$ cat src/rtl/dmem_arbiter_if.sv
// dmem_arbiter_if
//   Bundles the two requester ports and the data-memory command/return bus
//   shared by dmem_arbiter.
//   Requester N (N = 0 CPU data path, N = 1 debug/program loader):
//     reqN, weN, lockN, addrN, wdataN  -> towards the arbiter
//     gntN, rvalidN, rdataN            <- from the arbiter
//   Memory side:
//     mem_en, mem_we, mem_addr, mem_wdata -> towards the memory
//     mem_rdata                           <- from the memory (1-cycle latency)
//   Modports: slave (arbiter), master (requesters), memory (memory instance).
interface dmem_arbiter_if #(
    parameter int ADDR_W = 8,
    parameter int DATA_W = 16
);
    logic              req0;
    logic              req1;
    logic              we0;
    logic              we1;
    logic              lock0;
    logic              lock1;
    logic [ADDR_W-1:0] addr0;
    logic [ADDR_W-1:0] addr1;
    logic [DATA_W-1:0] wdata0;
    logic [DATA_W-1:0] wdata1;
    logic              gnt0;
    logic              gnt1;
    logic              rvalid0;
    logic              rvalid1;
    logic [DATA_W-1:0] rdata0;
    logic [DATA_W-1:0] rdata1;
    logic              mem_en;
    logic              mem_we;
    logic [ADDR_W-1:0] mem_addr;
    logic [DATA_W-1:0] mem_wdata;
    logic [DATA_W-1:0] mem_rdata;

    modport slave (
        input  req0, req1, we0, we1, lock0, lock1,
        input  addr0, addr1, wdata0, wdata1,
        output gnt0, gnt1, rvalid0, rvalid1, rdata0, rdata1,
        output mem_en, mem_we, mem_addr, mem_wdata,
        input  mem_rdata
    );

    modport master (
        output req0, req1, we0, we1, lock0, lock1,
        output addr0, addr1, wdata0, wdata1,
        input  gnt0, gnt1, rvalid0, rvalid1, rdata0, rdata1
    );

    modport memory (
        input  mem_en, mem_we, mem_addr, mem_wdata,
        output mem_rdata
    );
endinterface

$ cat src/rtl/dmem_arbiter.sv
// dmem_arbiter
//   Shares one synchronous single-port data memory between the CPU data path
//   (port 0) and the debug/program loader (port 1). Round-robin arbitration
//   with optional locked bursts of up to MAX_BURST consecutive beats.
//   Ports:
//     clk  - system clock, rising edge
//     rst  - asynchronous active-low reset
//     bus  - dmem_arbiter_if.slave: requester handshakes (req/we/lock/addr/
//            wdata in, gnt/rvalid/rdata out) and memory command bus
//   gntN and the memory command are combinational; rvalidN is registered and
//   rdataN is mem_rdata routed through.
module dmem_arbiter #(
    parameter int ADDR_W    = 8,
    parameter int DATA_W    = 16,
    parameter int MAX_BURST = 4
) (
    input logic           clk,
    input logic           rst,
    dmem_arbiter_if.slave bus
);

    localparam int CNT_W = $clog2(MAX_BURST + 1);
    localparam logic [CNT_W-1:0] CNT_MAX = CNT_W'(MAX_BURST);
    localparam logic [CNT_W-1:0] CNT_ONE = CNT_W'(1);

    typedef enum logic {
        UNLOCKED,
        LOCKED
    } lock_state_e;

    lock_state_e      state_q, state_d;
    logic             owner_q, owner_d;
    logic             last_q,  last_d;
    logic [CNT_W-1:0] cnt_q,   cnt_d;
    logic             rvalid0_q, rvalid1_q;

    logic             owner_req;
    logic             owner_lock;
    logic             lock_hold;
    logic             gnt0;
    logic             gnt1;
    logic             gnt_any;
    logic             gnt_lock;
    logic [CNT_W-1:0] cnt_inc;

    // Grant selection. A held lock only counts while the owner keeps lock
    // asserted; if the owner's req drops with lock still high, nobody is
    // granted for that cycle and the lock is released below.
    always_comb begin
        owner_req  = owner_q ? bus.req1  : bus.req0;
        owner_lock = owner_q ? bus.lock1 : bus.lock0;
        lock_hold  = (state_q == LOCKED) && owner_lock;
        gnt0       = 1'b0;
        gnt1       = 1'b0;
        if (lock_hold) begin
            gnt0 = owner_req && !owner_q;
            gnt1 = owner_req &&  owner_q;
        end else if (bus.req0 && bus.req1) begin
            // tie goes to the port that was not granted last
            gnt0 = last_q;
            gnt1 = !last_q;
        end else begin
            gnt0 = bus.req0;
            gnt1 = bus.req1;
        end
    end

    assign gnt_any  = gnt0 | gnt1;
    assign gnt_lock = (gnt0 & bus.lock0) | (gnt1 & bus.lock1);
    assign cnt_inc  = cnt_q + 1'b1;

    // Lock / round-robin next state. Releasing on the MAX_BURST beat leaves
    // last_q pointing at the owner, so the other port wins the next tie.
    always_comb begin
        state_d = UNLOCKED;
        owner_d = owner_q;
        cnt_d   = cnt_q;
        last_d  = last_q;
        if (gnt_any) begin
            last_d = gnt1;
        end
        if (lock_hold) begin
            if (owner_req) begin
                cnt_d   = cnt_inc;
                state_d = (cnt_inc == CNT_MAX) ? UNLOCKED : LOCKED;
            end
        end else if (gnt_any && gnt_lock && (MAX_BURST > 1)) begin
            state_d = LOCKED;
            owner_d = gnt1;
            cnt_d   = CNT_ONE;
        end
    end

    always_ff @(posedge clk or negedge rst) begin
        if (!rst) begin
            state_q   <= UNLOCKED;
            owner_q   <= 1'b0;
            last_q    <= 1'b1;
            cnt_q     <= '0;
            rvalid0_q <= 1'b0;
            rvalid1_q <= 1'b0;
        end else begin
            state_q   <= state_d;
            owner_q   <= owner_d;
            last_q    <= last_d;
            cnt_q     <= cnt_d;
            rvalid0_q <= gnt0 & ~bus.we0;
            rvalid1_q <= gnt1 & ~bus.we1;
        end
    end

    assign bus.gnt0      = gnt0;
    assign bus.gnt1      = gnt1;
    assign bus.mem_en    = gnt_any;
    assign bus.mem_we    = (gnt0 & bus.we0) | (gnt1 & bus.we1);
    assign bus.mem_addr  = ({ADDR_W{gnt0}} & bus.addr0)  | ({ADDR_W{gnt1}} & bus.addr1);
    assign bus.mem_wdata = ({DATA_W{gnt0}} & bus.wdata0) | ({DATA_W{gnt1}} & bus.wdata1);
    assign bus.rvalid0   = rvalid0_q;
    assign bus.rvalid1   = rvalid1_q;
    assign bus.rdata0    = bus.mem_rdata;
    assign bus.rdata1    = bus.mem_rdata;

endmodule
$ cat src/flat_wrapper.sv
// flat-port wrapper written by rule: the top's interface ports become plain ports
module dmem_arbiter_flat 
#(
    parameter int ADDR_W    = 8,
    parameter int DATA_W    = 16,
    parameter int MAX_BURST = 4
)
  (clk, rst, bus_req0, bus_req1, bus_we0, bus_we1, bus_lock0, bus_lock1, bus_addr0, bus_addr1, bus_wdata0, bus_wdata1, bus_gnt0, bus_gnt1, bus_rvalid0, bus_rvalid1, bus_rdata0, bus_rdata1, bus_mem_en, bus_mem_we, bus_mem_addr, bus_mem_wdata, bus_mem_rdata);
  dmem_arbiter_if #(.ADDR_W(ADDR_W), .DATA_W(DATA_W)) bus_i ();
  input logic clk;
  input logic rst;
  input wire logic [$bits(bus_i.req0)-1:0] bus_req0;
  input wire logic [$bits(bus_i.req1)-1:0] bus_req1;
  input wire logic [$bits(bus_i.we0)-1:0] bus_we0;
  input wire logic [$bits(bus_i.we1)-1:0] bus_we1;
  input wire logic [$bits(bus_i.lock0)-1:0] bus_lock0;
  input wire logic [$bits(bus_i.lock1)-1:0] bus_lock1;
  input wire logic [$bits(bus_i.addr0)-1:0] bus_addr0;
  input wire logic [$bits(bus_i.addr1)-1:0] bus_addr1;
  input wire logic [$bits(bus_i.wdata0)-1:0] bus_wdata0;
  input wire logic [$bits(bus_i.wdata1)-1:0] bus_wdata1;
  output wire logic [$bits(bus_i.gnt0)-1:0] bus_gnt0;
  output wire logic [$bits(bus_i.gnt1)-1:0] bus_gnt1;
  output wire logic [$bits(bus_i.rvalid0)-1:0] bus_rvalid0;
  output wire logic [$bits(bus_i.rvalid1)-1:0] bus_rvalid1;
  output wire logic [$bits(bus_i.rdata0)-1:0] bus_rdata0;
  output wire logic [$bits(bus_i.rdata1)-1:0] bus_rdata1;
  output wire logic [$bits(bus_i.mem_en)-1:0] bus_mem_en;
  output wire logic [$bits(bus_i.mem_we)-1:0] bus_mem_we;
  output wire logic [$bits(bus_i.mem_addr)-1:0] bus_mem_addr;
  output wire logic [$bits(bus_i.mem_wdata)-1:0] bus_mem_wdata;
  input wire logic [$bits(bus_i.mem_rdata)-1:0] bus_mem_rdata;
  assign bus_i.req0 = bus_req0;
  assign bus_i.req1 = bus_req1;
  assign bus_i.we0 = bus_we0;
  assign bus_i.we1 = bus_we1;
  assign bus_i.lock0 = bus_lock0;
  assign bus_i.lock1 = bus_lock1;
  assign bus_i.addr0 = bus_addr0;
  assign bus_i.addr1 = bus_addr1;
  assign bus_i.wdata0 = bus_wdata0;
  assign bus_i.wdata1 = bus_wdata1;
  assign bus_gnt0 = bus_i.gnt0;
  assign bus_gnt1 = bus_i.gnt1;
  assign bus_rvalid0 = bus_i.rvalid0;
  assign bus_rvalid1 = bus_i.rvalid1;
  assign bus_rdata0 = bus_i.rdata0;
  assign bus_rdata1 = bus_i.rdata1;
  assign bus_mem_en = bus_i.mem_en;
  assign bus_mem_we = bus_i.mem_we;
  assign bus_mem_addr = bus_i.mem_addr;
  assign bus_mem_wdata = bus_i.mem_wdata;
  assign bus_i.mem_rdata = bus_mem_rdata;
  dmem_arbiter #(.ADDR_W(ADDR_W), .DATA_W(DATA_W), .MAX_BURST(MAX_BURST)) u_core (.clk(clk), .rst(rst), .bus(bus_i));
endmodule
$ cat config.mk
export PLATFORM = sky130hd
export DESIGN_NAME = dmem_arbiter_flat
export DESIGN_NICKNAME = d
export VERILOG_FILES = /design/src/rtl/dmem_arbiter_if.sv /design/src/rtl/dmem_arbiter.sv /design/src/flat_wrapper.sv
export SDC_FILE = /design/constraint.sdc
export NUM_CORES = 1
export LEC_CHECK = 0
export CORE_UTILIZATION = 24
export DETAILED_ROUTE_END_ITERATION = 7
export HOLD_SLACK_MARGIN = 0.03
export PLACE_DENSITY = 0.78
export SETUP_SLACK_MARGIN = 0.15
export SYNTH_ARGS = -nofsm -noshare
export SYNTH_HDL_FRONTEND = slang
export SYNTH_SLANG_ARGS = --single-unit
$ cat constraint.sdc
create_clock -name clk -period 2.1 [get_ports clk]
set_input_delay 0.315 -clock clk [delete_from_list [all_inputs] [get_ports clk]]
set_output_delay 0.315 -clock clk [all_outputs]
set_load 0.02 [all_outputs]
==> flow_summary.json, run 1 <==
{
  "status": "completed",
  "finalCritPeriodShare_pct": 96.98,
  "critPathSlowestCell": "dfstp_2",
  "grt_util_met1_pct": 16.47,
  "syn_to_final_growth_pct": 94.26,
  "dp_cells": 214,
  "max_clock_freq_mhz": 491.0,
  "ys_types": 30,
  "layoutNonFillerInstCount": 226,
  "async_flop_share_pct": 100.0,
  "grt_pass1_wl_microns": 5002,
  "critPathLaunchType": "register",
  "vias": 1078,
  "use_met2_pct": 27.84,
  "synth_top_area_share_pct": 25.81,
  "cts_hold_buf": 0,
  "initial_core_util_pct": 25.64,
  "syn_area_sq_um": 959.7,
  "global_route.usage.met3_pct": 4.514,
  "max_stage_delay_ps": 580,
  "p_leak_nw": 0.8543,
  "drv_cap": 0,
  "htree_levels": 1,
  "crit_family": "flip-flops",
  "clockBufferDepth": 2,
  "io_pins": 134,
  "endpoint_kind": "output port",
  "clk_pin_slew_ps": 40,
  "hpwl_microns": 2119,
  "synthTopCellsByCount": "buf_4 (33), a22o_1 (25), dfrtp_1 (7), nand2_1 (6)",
  "tightestPinTransition_ps": 375.9,
  "drive_gt1_share_pct": 33.71,
  "cts_tree": "yes",
  "setup_viol": 0,
  "grt.overflow.total": 0,
  "required_ps": 1780,
  "syn_nets": 182,
  "powerDensity_nw_per_um2": 946.2,
  "yosys.cell_count.top_type": "buf_4",
  "cts.sinks": 8,
  "dpl_cell_area_sq_um": 1680,
  "stdcell_area_sq_um": 1864,
  "hold_viol_final": 0,
  "drt-vias-per-instance": 4.770,
  "yosysTopAreaCell": "buf_4",
  "cts-buffers-inserted": 3,
  "slew_headroom_pct": 74.86,
  "grt_pass1_vias": 1033,
  "rsz0062_at_grt": "yes",
  "drtAntennaViolNets": 0,
  "wl_per_cell_microns": 14.66,
  "die_y_microns": 65.24,
  "num_rows": 22,
  "critical_path.cell_chain": "nor2b_4, o21ai_4, and3_4, buf_6, a22o_1, buf_6",
  "period_minus_slack_ps": 2037,
  "diodes": 0,
  "synthCells": 108,
  "cts_root_buffer": "clkbuf_8",
  "drtIter0Drc": 14,
  "grt.busiest_layer": "met2",
  "worstSetupPathType": "register to output port",
  "fin_skew_ps": 4.816,
  "hold_path.class": "input port to asynchronous set/reset pin",
  "ir_drop_mv": 0.3699,
  "ys_ff_latch": 8,
  "drt_first_pass_iters": 2,
  "insertion_delay_ps": 230,
  "track_usage_pct": 15.15,
  "yosysWarnings": 0,
  "critPathBufInv": 2,
  "ys_seq_area_share_pct": 20.99,
  "crit_arrival_ps": 1720,
  "cp_max_fo": 8,
  "synth_edf_count": 0,
  "slew_violations": 0,
  "io_buffer_count": 85,
  "synth-main-ff-cell": "dfrtp_1",
  "grt_antenna_before_repair": 0,
  "route.detailed.drc": 0,
  "routed_wl_microns": 3313,
  "gp_routability_congestion": 0.7695,
  "p_total_mw": 1.764,
  "grt_max_degree": 11,
  "final_nets": 253,
  "crit_top_cell": "buf_6",
  "die-area_sq_um": 4256,
  "yosys-top-cells-area": "buf_4 (26%), a22o_1 (23%), dfrtp_1 (18%), dfstp_2 (2.7%), ha_1 (2.6%)",
  "avgSynthCellArea_sq_um": 8.886,
  "core_sq_um": 3744,
  "fp.dieW_microns": 65.24
}
## logic make-up after synthesis
group | Yosys count | synth area share [%]
compound gates | 39 | 33.77
fa+ha+maj | 2 | 2.607
simple gates | 17 | 10.56
flops | 8 | 20.99
mux | 1 | 1.173
buf+inv | 41 | 30.90
## routing by layer
layer,routed length (microns),vias to the layer above
met4,18,0
met2,1717,57
met1,1265,504
li1,-,515
met5,0,-
met3,312,2
## path summary, 6_finish.rpt
path / startpoint / depth (start not counted) / endpoint / slack, ps
worst max-delay path: u_core.last_q / 6 / bus_mem_wdata[15] / 60
worst min-delay path: rst / 1 / u_core.state_q / 370
worst max register to register: u_core.last_q / 8 / u_core.cnt_q[1] / 220
worst min register to register: u_core.last_q / 2 / u_core.last_q / 520
max in group asynchronous: rst / 1 / u_core.last_q / 1410
min in group clk: u_core.last_q / 2 / u_core.last_q / 520
## placed cells by master (no fill, tap or decap), types with 3 or more instances in the layout
master,Yosys,final
inv_1,3,3
buf_2,3,7
dfrtp_1,7,7
dlygate4sd2_1,0,4
and3_4,1,4
a22o_1,25,25
clkbuf_8,0,3
nand2_1,6,4
clkdlybuf4s50_1,0,53
buf_4,33,12
buf_6,2,20
## layout make-up
type                    count  area, sq um
clock buffers               4        45.04
fillers                   368         1879
inverters                   3        11.26
multi-input cells          62        531.8
flip-flops and latches      8        201.4
well taps                  48        60.06
repair buffers            101         1015
## power breakdown
group	leakage (nW)	switching, mW	internal, mW
clock	0.0228	0.0603	0.132
sequential	0.0988	0.0616	0.215
combinational	0.733	0.591	0.705
## per-stage QoR
step           setup WS (ps)  setup TNS, ps  hold WS [ps]  util [%]
2_1_floorplan          377.1              0         19.41         -
3_3_place_gp          -466.1         -12010         472.5     44.89
3_5_place_dp          -513.3         -13060         491.3     44.89
4_1_cts                12.20              0         378.3     46.99
5_1_grt                21.94              0         402.3     49.80
6_report               63.49              0         372.3     49.80
## worst reg2reg max path, delay by kind of cell, from the launching register on
kind | cells | cell delay, ps
buf+inv | 4 | 570
flops | 1 | 580
compound gates | 3 | 590
simple gates | 1 | 70
## flip-flops by register name, summed over array words and instances (netlist names)
signal	count
u_core.bus.rvalid1	1
u_core.state_q	1
u_core.owner_q	1
u_core.last_q	1
u_core.bus.rvalid0	1
u_core.cnt_q	3
## repair_timing
action,4_1_cts,5_1_grt
setup endpoints to repair,28,26
resized for setup,146,23
pin swaps,5,3
cloned,4,1
setup buffers,2,1
Power figures use the tool's default switching activity.
==> run 2, diff against run 1 <==
--- a/config.mk
+++ b/config.mk
@@ -7,6 +7,7 @@
 export LEC_CHECK = 0
 export CORE_UTILIZATION = 24
 export DETAILED_ROUTE_END_ITERATION = 7
+export GPL_ROUTABILITY_DRIVEN = 0
 export HOLD_SLACK_MARGIN = 0.03
 export PLACE_DENSITY = 0.78
 export SETUP_SLACK_MARGIN = 0.15
==> results of run 2 <==
Final layout, timing and power as in run 1 (identical DEF).
==> run 3, diff against run 2 <==
--- a/config.mk
+++ b/config.mk
@@ -6,6 +6,7 @@
 export NUM_CORES = 1
 export LEC_CHECK = 0
 export CORE_UTILIZATION = 24
+export CTS_BUF_LIST = sky130_fd_sc_hd__clkbuf_8 sky130_fd_sc_hd__clkbuf_16
 export DETAILED_ROUTE_END_ITERATION = 7
 export GPL_ROUTABILITY_DRIVEN = 0
 export HOLD_SLACK_MARGIN = 0.03
==> run 3 against run 2 <==
Net effect:
- sequential power hardly changed
- via count stayed put
- clock skew hardly changed
- worst hold slack got worse by 0.78 ps
- fmax about the same
- clock-buffer cell count is 1 lower
- core utilization stayed put
- die area unchanged
- first-iteration DRC count unchanged
- sequential cell count unchanged
- critical path depth unchanged
- clock power shrank 2%
- largest cell class unchanged
==> flow_summary.json, run 3 (synthesized netlist as in run 1, its figures left out) <==
{
  "status": "completed",
  "crit_arrival_ps": 1720,
  "critical_path.cell_chain": "nor2b_4, o21ai_4, and3_4, buf_6, a22o_1, buf_6",
  "sw_frac_of_total_pct": 40.54,
  "period_minus_slack_ps": 2037,
  "hold_viol_final": 0,
  "critPathBufInv": 2,
  "track_usage_pct": 15.15,
  "vias": 1078,
  "hold_path.class": "input port to asynchronous set/reset pin",
  "diodes": 0,
  "cts_root_buffer": "clkbuf_8",
  "drv_cap": 0,
  "regMostFlops": "u_core.cnt_q",
  "cts_hold_buf": 0,
  "grt_antenna_before_repair": 0,
  "cp_max_fo": 8,
  "finalCritPeriodShare_pct": 96.99,
  "routed_wl_microns": 3315,
  "htree_levels": 1,
  "io_pins": 134,
  "grt.overflow.total": 0,
  "max_clock_freq_mhz": 491.0,
  "crit_family": "flip-flops",
  "critPathSlowestCell": "dfstp_2",
  "fillers": 368,
  "cts.sinks": 8,
  "cts_tree": "yes",
  "ir_drop_mv": 0.3699,
  "layout_common_cells": "clkdlybuf4s50_1 (53), a22o_1 (25), buf_6 (20)",
  "drt-vias-per-instance": 4.770,
  "worstSetupPathType": "register to output port",
  "fp.dieW_microns": 65.24,
  "drtAntennaViolNets": 0,
  "rr_worst_depth": 8,
  "slew_headroom_pct": 74.86,
  "setup_viol": 0,
  "required_ps": 1780,
  "hpwl_microns": 2119,
  "drt_first_pass_iters": 2,
  "core_sq_um": 3744,
  "p_total_mw": 1.760,
  "max_stage_delay_ps": 580,
  "insertion_delay_ps": 230,
  "die_y_microns": 65.24,
  "syn_to_final_growth_pct": 94.26,
  "drtIter0Drc": 14,
  "fin_skew_ps": 5.182,
  "cts-buffers-inserted": 3,
  "combPwrFrac_pct": 73.6,
  "p_leak_nw": 0.8584,
  "initial_core_util_pct": 25.64,
  "multi_input_area_sq_um": 531.8,
  "critPathLaunchType": "register",
  "register_area_sq_um": 201.4,
  "power.switching_mw": 0.7134,
  "clockBufferDepth": 2,
  "clkPwrFrac_pct": 10.7,
  "utilization_pct": 49.80,
  "num_rows": 22,
  "endpoint_kind": "output port",
  "rsz0062_at_grt": "yes",
  "power_frac_seq_pct": 15.7,
  "wl_per_cell_microns": 14.67,
  "crit_top_cell": "buf_6",
  "internal_power_mw": 1.046,
  "grt_pass1_wl_microns": 5002,
  "io_buffer_count": 85,
  "slew_violations": 0,
  "final_common_cell": "clkdlybuf4s50_1",
  "grt_pass1_vias": 1033,
  "tightestPinTransition_ps": 375.9,
  "grt_max_degree": 11,
  "die-area_sq_um": 4256,
  "drive_gt1_share_pct": 33.71,
  "largest_register_ffs": 3,
  "route.detailed.drc": 0,
  "powerDensity_nw_per_um2": 943.8,
  "final_nets": 253,
  "path_depth": 6,
  "clk_pin_slew_ps": 40
}
## run 3: cell count changes in the layout (fill, tap and decap cells not counted)
cell,delta
inv_1,+1
clkbuf_1,-1
## run 3: layer usage
layer	up-vias	GRT usage [%]	part of all wire, %
li1	515	-	-
met1	504	16.47	38
met2	57	27.84	52
met3	2	4.514	9.4
met4	0	4.620	0.54
met5	-	0	0
## run 3: layout make-up
class | count | share of cell area (%)
clock inverter | 1 | 0.2013
multi-input combinational | 62 | 28.52
sequential | 8 | 10.81
inverter | 3 | 0.6040
tap | 48 | 3.221
clock buffer | 3 | 2.215
timing repair buffer | 101 | 54.43
## run 3: per-stage QoR
stage / worst slack, ps / hold slack, ps / TNS (ps) / area (sq um) / std cells
after CTS: 12.20 / 378.1 / 0 / 1759 / 224
final: 63.17 / 371.5 / 0 / 1864 / 226
after floorplan: 377.1 / 19.41 / 0 / 959.7 / 108
after global routing: 21.94 / 402.1 / 0 / 1864 / 226
after detailed placement: -513.3 / 491.3 / -13060 / 1680 / 214
after global placement: -466.1 / 472.5 / -12010 / 1680 / 214
## run 3: path summary, 6_finish.rpt
kind / from / to / slack, ps
min in group clk: u_core.last_q / u_core.last_q / 520
worst max-delay path: u_core.last_q / bus_mem_wdata[15] / 60
worst min-delay path: rst / u_core.state_q / 370
worst min register to register: u_core.last_q / u_core.last_q / 520
max in group asynchronous: rst / u_core.last_q / 1410
worst max register to register: u_core.last_q / u_core.cnt_q[1] / 220
## run 3: worst reg2reg max path, delay by kind of cell, from the launching register on
kind                   cells  cell delay (ps)
AO/OA/AOI/OAI              3              590
buffers and inverters      4              570
flip-flops                 1              580
AND/OR/NAND/NOR            1               70
## run 3: power by group through the flow
stage	logic, mW	clock network [mW]	registers, mW
2_1_floorplan	0.683	0	0.268
6_report	1.30	0.188	0.276
3_5_place_dp	1.11	0	0.266
5_1_grt	1.39	0.203	0.284
4_1_cts	1.18	0.192	0.276
3_3_place_gp	1.10	0	0.260
## run 3: repair_timing
action,in CTS,in global routing
hold endpoints to repair,0,0
pin swaps,5,3
setup buffers,2,1
resized for setup,146,23
endpoints found under the setup margin,28,26
gates cloned,4,1
==> patch (config.mk and constraints of run 3) <==
`MAX_BURST` is set to 4 in 2 places; all go to 8.
--- a/src/rtl/dmem_arbiter.sv
+++ b/src/rtl/dmem_arbiter.sv
@@ -12,7 +12,7 @@
 module dmem_arbiter #(
     parameter int ADDR_W    = 8,
     parameter int DATA_W    = 16,
-    parameter int MAX_BURST = 4
+    parameter int MAX_BURST = 8
 ) (
     input logic           clk,
     input logic           rst,
--- a/src/flat_wrapper.sv
+++ b/src/flat_wrapper.sv
@@ -3,7 +3,7 @@
 #(
     parameter int ADDR_W    = 8,
     parameter int DATA_W    = 16,
-    parameter int MAX_BURST = 4
+    parameter int MAX_BURST = 8
 )
   (clk, rst, bus_req0, bus_req1, bus_we0, bus_we1, bus_lock0, bus_lock1, bus_addr0, bus_addr1, bus_wdata0, bus_wdata1, bus_gnt0, bus_gnt1, bus_rvalid0, bus_rvalid1, bus_rdata0, bus_rdata1, bus_mem_en, bus_mem_we, bus_mem_addr, bus_mem_wdata, bus_mem_rdata);
   dmem_arbiter_if #(.ADDR_W(ADDR_W), .DATA_W(DATA_W)) bus_i ();
Formal check against the unedited RTL: not equivalent (a bounded check fails within 10 cycles, from zero or initial values and one cycle with rst low).
==> patch against run 3 <==
  * Routed wire length fell by 6.8%
  * Sequential cell count up 1
  * Final area increased by 5.5%
  * First-iteration DRC count grew to 4.4 times the old value
  * Worst setup slack worse by 8.2 ps
  * Synthesized area grew 6.1%
  * Total power increased by 3.6%
==> patch: results (changes against run 3) <==
The flip-flop count of the largest register after layout is 4 (+1). Ranked by total cell area, the synthesized netlist is headed by buf_4 24%, a22o_1 23%, dfrtp_1 20%. The setup slack of the worst register-to-register path is 510 ps (+290 ps).

The worst-case clock skew came out at 5.55 ps (+0.369 ps). The number of DRC markers after the initial detailed-route iteration came out at 61 (+47). The logic depth of the worst register-to-register path came to 4 (-4). The share of the synthesized area in compound gates (AO/OA/AOI/OAI) was 32.8% (-0.97 points). The overall routing resource usage was 13.2% (-2.0 points). The number of placed cells counting well taps came out at 224 (+4.7%). In this run the worst setup path terminates at bus_mem_addr[7]. The number of global-route vias before repair is 1042 (+0.87%). The worst slew slack as a fraction of its limit is 72.3% (-2.5 points).

By count the netlist is led by 32 x buf_4, 27 x a22o_1, 8 x dfrtp_1. The worst hold slack is 372 ps (+0.734 ps). The commonest register cell after synthesis is dfrtp_1.

The run finished with clean final reports. The top fanout value on the critical path is 9 (+1). The number of nets in the finished design came to 259 (+2.4%). The parity-gate share of the synthesized area counting xor and xnor cells is 1.72% (+1.7 points).

The HPWL after detailed placement was 2.37 mm (+12%). The number of filler cells placed in the layout is 383 (+4.1%). The peak supply drop came to 0.000275 V (-26%). The destination of the worst register-to-register timing path is u_core.cnt_q[0]. The final cycle utilization of the critical path is 97.4% (+0.39 points).

The total nets after synthesis is 187 (+2.7%). The number of distinct library cell variants in the gate-level netlist after synthesis is 37 (+23%). The final cell count without fillers was 235 (+4.0%).

The static leakage is 0.886 nW (+3.2%). The number of iterations in the first detailed-routing pass was 4 (+2). The worst setup timing slack at the placement stage came out at -459 ps (+54.6 ps). The post-synthesis share of cell area spent on full adders, half adders and majority gates came out at 1.23% (-1.4 points). The register area share after synthesis came out at 22.2% (+1.2 points). The routed via count is 1119 (+3.8%).

The first-pass GRT wire length was 4.47 mm (-11%). The internal power came out at 0.00113 W (+7.6%). The mean instance size in the synthesized netlist is 8.93 um2 (+0.54%).
[patch: cell count changes in the layout (fill, tap and decap cells not counted), moves of 2 or more]
cell / delta
and3_4: -3
buf_12: +4
xnor2_1: +2
nor3b_1: +2
nand2b_1: -2
buf_6: +7
buf_2: -6
inv_1: -2
a22o_1: +2
[patch: cell families (layout without fill, tap and decap cells)]
group	Yosys count	count (layout)
adder cells (fa/ha/maj)	1	1
multiplexers	1	1
AO/OA/AOI/OAI	40	40
flip-flops	9	9
AND/OR/NAND/NOR	22	22
XOR/XNOR	2	2
buffers and inverters	39	110
[patch: power by group through the flow]
stage	logic [W]	clock network [W]	registers, W
global route	0.00143	0.000210	0.000303
global placement	0.00118	0	0.000286
detailed placement	0.00119	0	0.000290
CTS	0.00133	0.000200	0.000294
floorplan	0.000673	0	0.000296
finish	0.00134	0.000193	0.000294
[patch: layout make-up]
type                       instances  area, um2  area share, %
tap                               50       62.6           3.18
clock inverter                     1       3.75          0.191
inverter                           1       3.75          0.191
timing repair buffer             105       1100           56.2
sequential                         9        226           11.5
clock buffer                       3       41.3           2.10
multi-input combinational         66        524           26.7
[patch: timing repair]
item,4_1_cts,5_1_grt
gates resized for setup,167,6
pin swaps,18,9
gates cloned,1,0
setup endpoints to repair,28,28
setup buffers,6,0
endpoints found under the hold margin,0,0
[patch: metal layers]
| metal | GRT usage [%] | vias to the layer above | share of wire (%) |
|---|---|---|---|
| met1 | 15.9 | 515 | 43 |
| met4 | 9.04 | 0 | 2.9 |
| li1 | - | 531 | - |
| met2 | 21.5 | 60 | 47 |
| met3 | 1.69 | 13 | 7.0 |
| met5 | 0 | - | 0 |
[patch: worst reg2reg max path, delay by kind of cell, from the launching register on]
| family | cells | cell delay, ps |
|---|---|---|
| AO/OA/AOI/OAI | 4 | 870 |
| flip-flops | 1 | 580 |
